[src/rtl/counter_modulo_seq.sv]
// Modulo counter sequencer: counts 0..max on ena, pulses on wrap, runs N periods or free-runs.
// Optional sticky irq flag with irq/irq_clr ports when COUNTER_MODULO_SEQ_IRQ_EN is defined.
module counter_modulo_seq #(
    parameter int               WIDTH   = 32,
    parameter int               RPT_W   = 16,
    parameter logic [WIDTH-1:0] MAX_RST = '0
) (
    input  logic             clk,
    input  logic             rst,
    input  logic             cfg_vld,
    output logic             cfg_rdy,
    input  logic [WIDTH-1:0] cfg_max,
    input  logic [RPT_W-1:0] cfg_rpt,
    input  logic             start,
    input  logic             stop,
    input  logic             ena,
    output logic [WIDTH-1:0] cnt,
    output logic             pls,
    output logic             done,
    output logic             busy
`ifdef COUNTER_MODULO_SEQ_IRQ_EN
    ,
    input  logic             irq_clr,
    output logic             irq
`endif
);

    typedef enum logic {IDLE, RUN} state_t;

    state_t           state;
    state_t           state_nxt;
    logic [WIDTH-1:0] act_max;
    logic [RPT_W-1:0] act_rpt;
    logic [WIDTH-1:0] sh_max;
    logic [RPT_W-1:0] sh_rpt;
    logic             pending;
    logic [RPT_W-1:0] rem;

    logic xfer;
    logic wrp;
    logic run_tick;
    logic wrap_ev;
    logic final_ev;
    logic start_ev;
    logic to_idle;

    assign xfer     = cfg_vld & ~pending;
    assign wrp      = (cnt == act_max);
    // stop and rst suppress every counting event in their cycle
    assign run_tick = (state == RUN) & ena & ~stop & ~rst;
    assign wrap_ev  = run_tick & wrp;
    assign final_ev = wrap_ev & (act_rpt != '0) & (rem == RPT_W'(1));
    assign start_ev = (state == IDLE) & start & ~stop;
    assign to_idle  = (state == RUN) & (stop | final_ev);

    always_ff @(posedge clk) begin
        if (rst) begin
            state <= IDLE;
        end else begin
            state <= state_nxt;
        end
    end

    always_comb begin
        state_nxt = state;
        case (state)
            IDLE:    if (start_ev) state_nxt = RUN;
            RUN:     if (stop | final_ev) state_nxt = IDLE;
            default: state_nxt = IDLE;
        endcase
    end

    always_comb begin
        cfg_rdy = ~pending;
        busy    = (state == RUN);
        pls     = wrap_ev;
        done    = final_ev;
    end

    always_ff @(posedge clk) begin
        if (rst) begin
            cnt     <= '0;
            act_max <= MAX_RST;
            act_rpt <= '0;
            sh_max  <= '0;
            sh_rpt  <= '0;
            pending <= 1'b0;
            rem     <= '0;
        end else if (state == IDLE) begin
            cnt <= '0;
            if (xfer) begin
                act_max <= cfg_max;
                act_rpt <= cfg_rpt;
            end
            // A config accepted together with start governs the run it launches
            if (start_ev) begin
                rem <= xfer ? cfg_rpt : act_rpt;
            end
        end else if (to_idle) begin
            cnt <= '0;
            if (pending) begin
                act_max <= sh_max;
                act_rpt <= sh_rpt;
                pending <= 1'b0;
            end else if (xfer) begin
                act_max <= cfg_max;
                act_rpt <= cfg_rpt;
            end
        end else begin
            // pending and xfer are mutually exclusive, so shadow writes never race the swap
            if (xfer) begin
                sh_max  <= cfg_max;
                sh_rpt  <= cfg_rpt;
                pending <= 1'b1;
            end
            if (run_tick) begin
                if (wrp) begin
                    cnt <= '0;
                    if (pending) begin
                        act_max <= sh_max;
                        act_rpt <= sh_rpt;
                        pending <= 1'b0;
                        rem     <= sh_rpt;
                    end else if (act_rpt != '0) begin
                        rem <= rem - RPT_W'(1);
                    end
                end else begin
                    cnt <= cnt + WIDTH'(1);
                end
            end
        end
    end

`ifdef COUNTER_MODULO_SEQ_IRQ_EN
    always_ff @(posedge clk) begin
        if (rst) begin
            irq <= 1'b0;
        end else if (final_ev) begin
            irq <= 1'b1;
        end else if (irq_clr) begin
            irq <= 1'b0;
        end
    end
`endif

endmodule

[config.mk]
export PLATFORM = sky130hd
export DESIGN_NAME = counter_modulo_seq
export DESIGN_NICKNAME = d
export VERILOG_FILES = /design/src/rtl/counter_modulo_seq.sv
export SDC_FILE = /design/constraint.sdc
export NUM_CORES = 1
export LEC_CHECK = 0
export ABC_AREA = 1
export CAP_MARGIN = 0
export CORE_MARGIN = 5
export CORE_UTILIZATION = 44
export CTS_CLUSTER_DIAMETER = 150
export CTS_CLUSTER_SIZE = 8
export DETAILED_ROUTE_END_ITERATION = 8
export DONT_BUFFER_PORTS = 1
export GPL_TIMING_DRIVEN = 0
export MAX_ROUTING_LAYER = met4
export PLACE_DENSITY = 0.66
export SYNTH_ARGS = -nofsm -noshare
export SYNTH_HDL_FRONTEND = slang
export SYNTH_SLANG_ARGS = --single-unit
[constraint.sdc]
create_clock -name clk -period 3.4 [get_ports clk]
set_input_delay 0.17 -clock clk [delete_from_list [all_inputs] [get_ports clk]]
set_output_delay 0.17 -clock clk [all_outputs]
set_load 0.02 [all_outputs]
* After elaboration in Yosys (flattened, before gate mapping)
Cells that the tools add are included.
** Storage, ports and cells
- Output and inout port bits :: 36
- Input port bits :: 54
- Word-level logic and storage cells :: 71
- Register bits :: 146
** Cells by class
- Bitwise logic cells :: 16
- Multiplexer cells :: 30
- $add $sub $neg :: 2
- Equality and inequality tests :: 9
- Reduce and logical (&&, ||, !) cells :: 6
** Operator list (number)
- $mux W32 :: 8
- $mux W16 :: 14
- $add A32 B1 Y32 const B :: 1
- $eq A32 B32 Y1 :: 1
- $eq A16 B1 Y1 const B :: 1
- $reduce_bool A16 Y1 :: 1
- $sub A16 B1 Y16 const B :: 1
- $ne A3 B1 Y1 const B :: 4
- $and A1 B1 Y1 :: 10
- $mux W1 :: 7
- $reduce_and A3 Y1 :: 2
- $not A1 Y1 :: 5
- $reduce_and A5 Y1 :: 1
- $ne A2 B1 Y1 const B :: 2
- $reduce_or A3 Y1 :: 1
- $ne A2 B2 Y1 const B :: 1
- $pmux W1 S2 :: 1
- $reduce_bool A2 Y1 :: 1
- $or A1 B1 Y1 :: 1

* Longest topological paths before layout
- Word-level depth :: 10
- Depth in mapped cells :: 17

* Worst setup path after synthesis
Ideal clock, no wire load.
- Path type :: register to register
- Start :: register cnt[5]
- End :: register act_rpt[12]
- Arrival :: 1.993 ns
- Clock period less this slack :: 2.110 ns
- Required time :: 3.283 ns
- Setup slack :: 1.290 ns
- Cell stages (with the launch flop) :: 18
- Library setup time :: 0.117 ns
- Cell sequence :: dfxtp_1 -> inv_1 -> nand2_1 -> nand2_1 -> nor2_1 -> nand2_1 -> nor2_1 -> nand2_1 -> nor2_1 -> nand3_4 -> nand3_2 -> inv_2 -> buf_2 -> buf_6 -> nand2_1 -> nand2_1 -> nor2_1 -> nor2_1
** On the way
- Word-level cells in the longest chain between the ends :: 8
- Elaborated cells between the ends (all ways) :: 12
- Those cells by class :: eq/ne (4); mux (2); bitwise (5); reduce/logical (1)
** Ends and longest elaborated chain
- start, declared :: RTL line 17 : output logic [WIDTH-1:0] cnt,
- start signal, assigned :: RTL line 128 : cnt <= cnt + WIDTH'(1);
- $eq A32 B32 Y1 * :: RTL line 48 : assign wrp = (cnt == act_max);
- $and A1 B1 Y1 :: RTL line 51 : assign wrap_ev = run_tick & wrp;
- $and A1 B1 Y1 (2 in a row) :: RTL line 52 : assign final_ev = wrap_ev & (act_rpt != '0) & (rem == RPT_W'(1));
- $or A1 B1 Y1 :: RTL line 54 : assign to_idle = (state == RUN) & (stop | final_ev);
- $and A1 B1 Y1 :: RTL line 54
- $ne A3 B1 Y1 (no line) or $mux W16 (tied branches)
- $reduce_and A3 Y1 (no line) or $mux W16 (tied branches)
- end signal, assigned :: RTL line 93 : act_rpt <= cfg_rpt;
- end signal, assigned :: RTL line 103 : act_rpt <= sh_rpt;
- end signal, assigned :: RTL line 107 : act_rpt <= cfg_rpt;
- end, declared :: RTL line 33 : logic [RPT_W-1:0] act_rpt;
Every way passes the cells marked *; elsewhere a longest branch is shown, timed or not.
A chain may end at the register's enable or synchronous reset.

* Final worst setup path
- Start :: register state, in the netlist busy
- End :: register cnt[2]
** On the way
- Word-level cells in the longest chain between the ends :: 9
- Elaborated cells between the ends (all ways) :: 10
- Those cells by class :: bitwise (9); reduce/logical (1)
** Ends and longest elaborated chain
- start, declared :: RTL line 30 : state_t state;
- start signal, assigned :: RTL line 60 : state <= state_nxt;
- $and A1 B1 Y1 (3 in a row) :: RTL line 50 : assign run_tick = (state == RUN) & ena & ~stop & ~rst;
- $and A1 B1 Y1 :: RTL line 51
- net pls :: RTL line 18 : output logic pls,
- $and A1 B1 Y1 (2 in a row) :: RTL line 52
- $or A1 B1 Y1 :: RTL line 54
- $and A1 B1 Y1 :: RTL line 54
- $reduce_or A3 Y1 (no line)
The timed path passes the listed nets, and every way through them passes these cells.

==> results_dict.tcl <==
set metrics [dict create \
    min_period_ns 2.90 \
    rows 52 \
    fin_worst_skew_ns 0.0126 \
    hp-class "primary input to register" \
    synth_fa_ha_area_frac 0.00415 \
    synth_cells 1451 \
    clock_sink_count 146 \
    critPathSlowestCell "dfxtp_1" \
    ys_top_cells_by_area "dfxtp_1, nand2_1, nor2_1" \
    io_buffer_count 0 \
    fmax_mhz 345 \
    synth.ff_latch_count 146 \
    synth_ff_type "dfxtp_1" \
    antenna_left 0 \
    grt_pass1_vias 9308 \
    drt_first_pass_iters 5 \
    critical_path_arrival_ns 3.21 \
    layout-drive-gt1-share 0.0764 \
    status "finished, final reports clean" \
    final_core_util 0.520 \
    multi_input_area_um2 5240 \
    endpoint_kind "register" \
    dr_total_vias 9960 \
    synthMuxAreaShare 0.0133 \
    worstRegToRegCells 10 \
    power_density_nw_per_um2 486 \
    async_reset_ff_frac 0 \
    synth_compound_area_frac 0.183 \
    slew_violations 0 \
    grt_overflow 0 \
    routed_wl_um 32200 \
    place_hpwl_um 23400 \
    cts_resized 0 \
    regToRegEndpoint "cnt[2]" \
    nFillCells 2061 \
    slew-limit-headroom 0.441 \
    max_stage_delay_ns 0.63 \
    cp_max_fo 10 \
    cts-hold-fix-buffers 49 \
    setup_violations 0 \
    hold_viol 0 \
    crit_chain "nand4_4, clkinv_2, nand2_1, nor2_2, nand3b_1, nor2_1, nor2_1, nand2_1, buf_2, a211oi_1" \
    cts_buffer_depth 2 \
    syn_area_um2 9040 \
    yosys_warnings 0 \
    tightest_slew_ns 0.838 \
    min_delay_path_depth 2 \
    hp-start "start" \
    grt_pass1_wl_um 51200 \
    clk_pin_slew_ns 0.07 \
    synth_top_family_by_area "simple AND/OR/NAND/NOR gates" \
    totalNegativeSetupSlack_ns 0 \
    rsz0062_at_grt "no" \
    cts_tree "done" \
    cts_max_level 4 \
    drt_iter0_drc 878 \
    dieArea_um2 23500 \
    die_w_um 153 \
    r2r_setup_slack_ns 0.50 \
    holdWs_ns 0.0195 \
    grt_max_degree 17 \
    yosys.area.top_type "dfxtp_1" \
    yosysTopAreaCellShare 0.323 \
    period_share 0.853 \
    startpoint_type "register" \
    reg2reg_from "busy" \
    crit_family "simple AND/OR/NAND/NOR gates" \
    fin_nets 1576 \
    die_h_um 153 \
    holdPathEnd "busy" \
    route.detailed.drc 0 \
    cap_violations 0 \
    clock_latency_ns 0.43 \
    required_ns 3.71 \
    synth_cell_type_count 44 \
    path_buf_inv 2 \
    initial_utilization 0.447 \
    wl_per_cell_um 17.8 \
    yosysSeqAreaShare 0.323 \
    synth_top_cells_by_count "nand2_1, nor2_1, o21ai_0, dfxtp_1, inv_1" \
    grtUsageTotal 0.278 \
    ios 90 \
    synth-simple-area-share 0.348 \
    cts_buffers 17 \
    synth_most_common_cell "nand2_1" \
    avgSynthCellArea_um2 6.23 \
    antenna_found_initial 1 \
    coreArea_um2 20200 \
    ir_drop_uv 321 \
    gp_congestion 0.933 \
    cts_root_buf "clkbuf_16" \
    post_drt_via_cell_ratio 5.52 \
    synth_xor_area_frac 0.0310 \
    synth_edf_count 0 \
    syn2layout_area_growth_pct 16.3 \
    regArea_um2 2920 \
    p_leak_uw 0.00442 \
    postCtsSetupBuffers 0 \
    syn_nets 1508 \
    path_class "register to register" \
]
## sequential cells by signal, indices dropped and copies added (netlist names)
| register | flops |
|---|---|
| pending | 1 |
| cnt | 32 |
| rem | 16 |
| act_max | 32 |
| busy | 1 |
| act_rpt | 16 |
| sh_rpt | 16 |
| sh_max | 32 |
## placed cells by master, fill, tap and decap left out, types with 10 or more instances in the layout
| cell type | instances |
|---|---|
| clkbuf_16 | 17 |
| dfxtp_1 | 146 |
| dlygate4sd3_1 | 49 |
| inv_2 | 10 |
| buf_2 | 22 |
| xnor2_1 | 14 |
| o21ai_0 | 151 |
| nor3_1 | 23 |
| clkbuf_1 | 36 |
| xor2_1 | 18 |
| o22ai_2 | 21 |
| or2_2 | 11 |
| nor2_1 | 241 |
| nand3_1 | 65 |
| nand2_1 | 367 |
| nand4_1 | 28 |
| inv_1 | 123 |
| o21ai_1 | 15 |
| mux2i_1 | 12 |
| a21oi_1 | 82 |
## cell families (layout without fill, tap and decap cells)
kind of cell / after synthesis / count (layout)
other cells: 0 / 1
buf+inv: 210 / 291
flops: 146 / 146
fa+ha+maj: 3 / 3
xor+xnor: 32 / 32
mux: 12 / 12
simple gates: 758 / 758
compound gates: 290 / 290
## worst register-to-register path: cells and delay by family, from the launching register on
kind / cells / cell delay [ns]
AOI/OAI and AO/OA: 1 / 0.08
buffers and inverters: 2 / 0.49
and+or+nand+nor: 7 / 1.58
DFF: 1 / 0.63
## worst max path at each step
stage	startpoint	endpoint	slack (ns)	depth (start not counted)
after detailed placement	busy	act_max[10]	0.55	10
final	busy	cnt[2]	0.50	10
after floorplan	cnt[5]	act_rpt[12]	1.29	17
after CTS	busy	act_max[13]	0.54	10
after global routing	busy	cnt[18]	0.26	10
after global placement	busy	act_max[10]	0.56	10
## final cells by class
| cell class | count | share of cell area |
|---|---|---|
| diodes | 1 | 0.000238 |
| plain buffers | 76 | 0.0359 |
| clock buffers | 18 | 0.0418 |
| clock inverters | 14 | 0.0193 |
| inverters | 134 | 0.0479 |
| multi-input cells | 1095 | 0.498 |
| flip-flops and latches | 146 | 0.278 |
| well taps | 270 | 0.0321 |
| repair buffers | 49 | 0.0466 |
## per-layer routing
metal,part of all wire,global-route usage,vias up
li1,-,-,4841
met1,0.44,0.374,4583
met2,0.43,0.413,468
met3,0.10,0.0670,68
met4,0.031,0.0887,0
met5,0,-,-
## metrics by stage
step                worst slack, ns  instances  power, uW  instance area, um2
finish                        0.501       1803       5110               10500
global route                  0.257       1803       5350               10500
CTS                           0.543       1802       5090               10500
detailed placement            0.547       1721       2980                9380
global placement              0.559       1721       2960                9380
floorplan                      1.29       1451       2710                9040
## power breakdown
part	total, uW	switching [uW]	internal [uW]
logic	1120	708	411
clock network	2080	822	1260
registers	1910	89.4	1820
No activity file was read; power rests on OpenSTA's default activity.
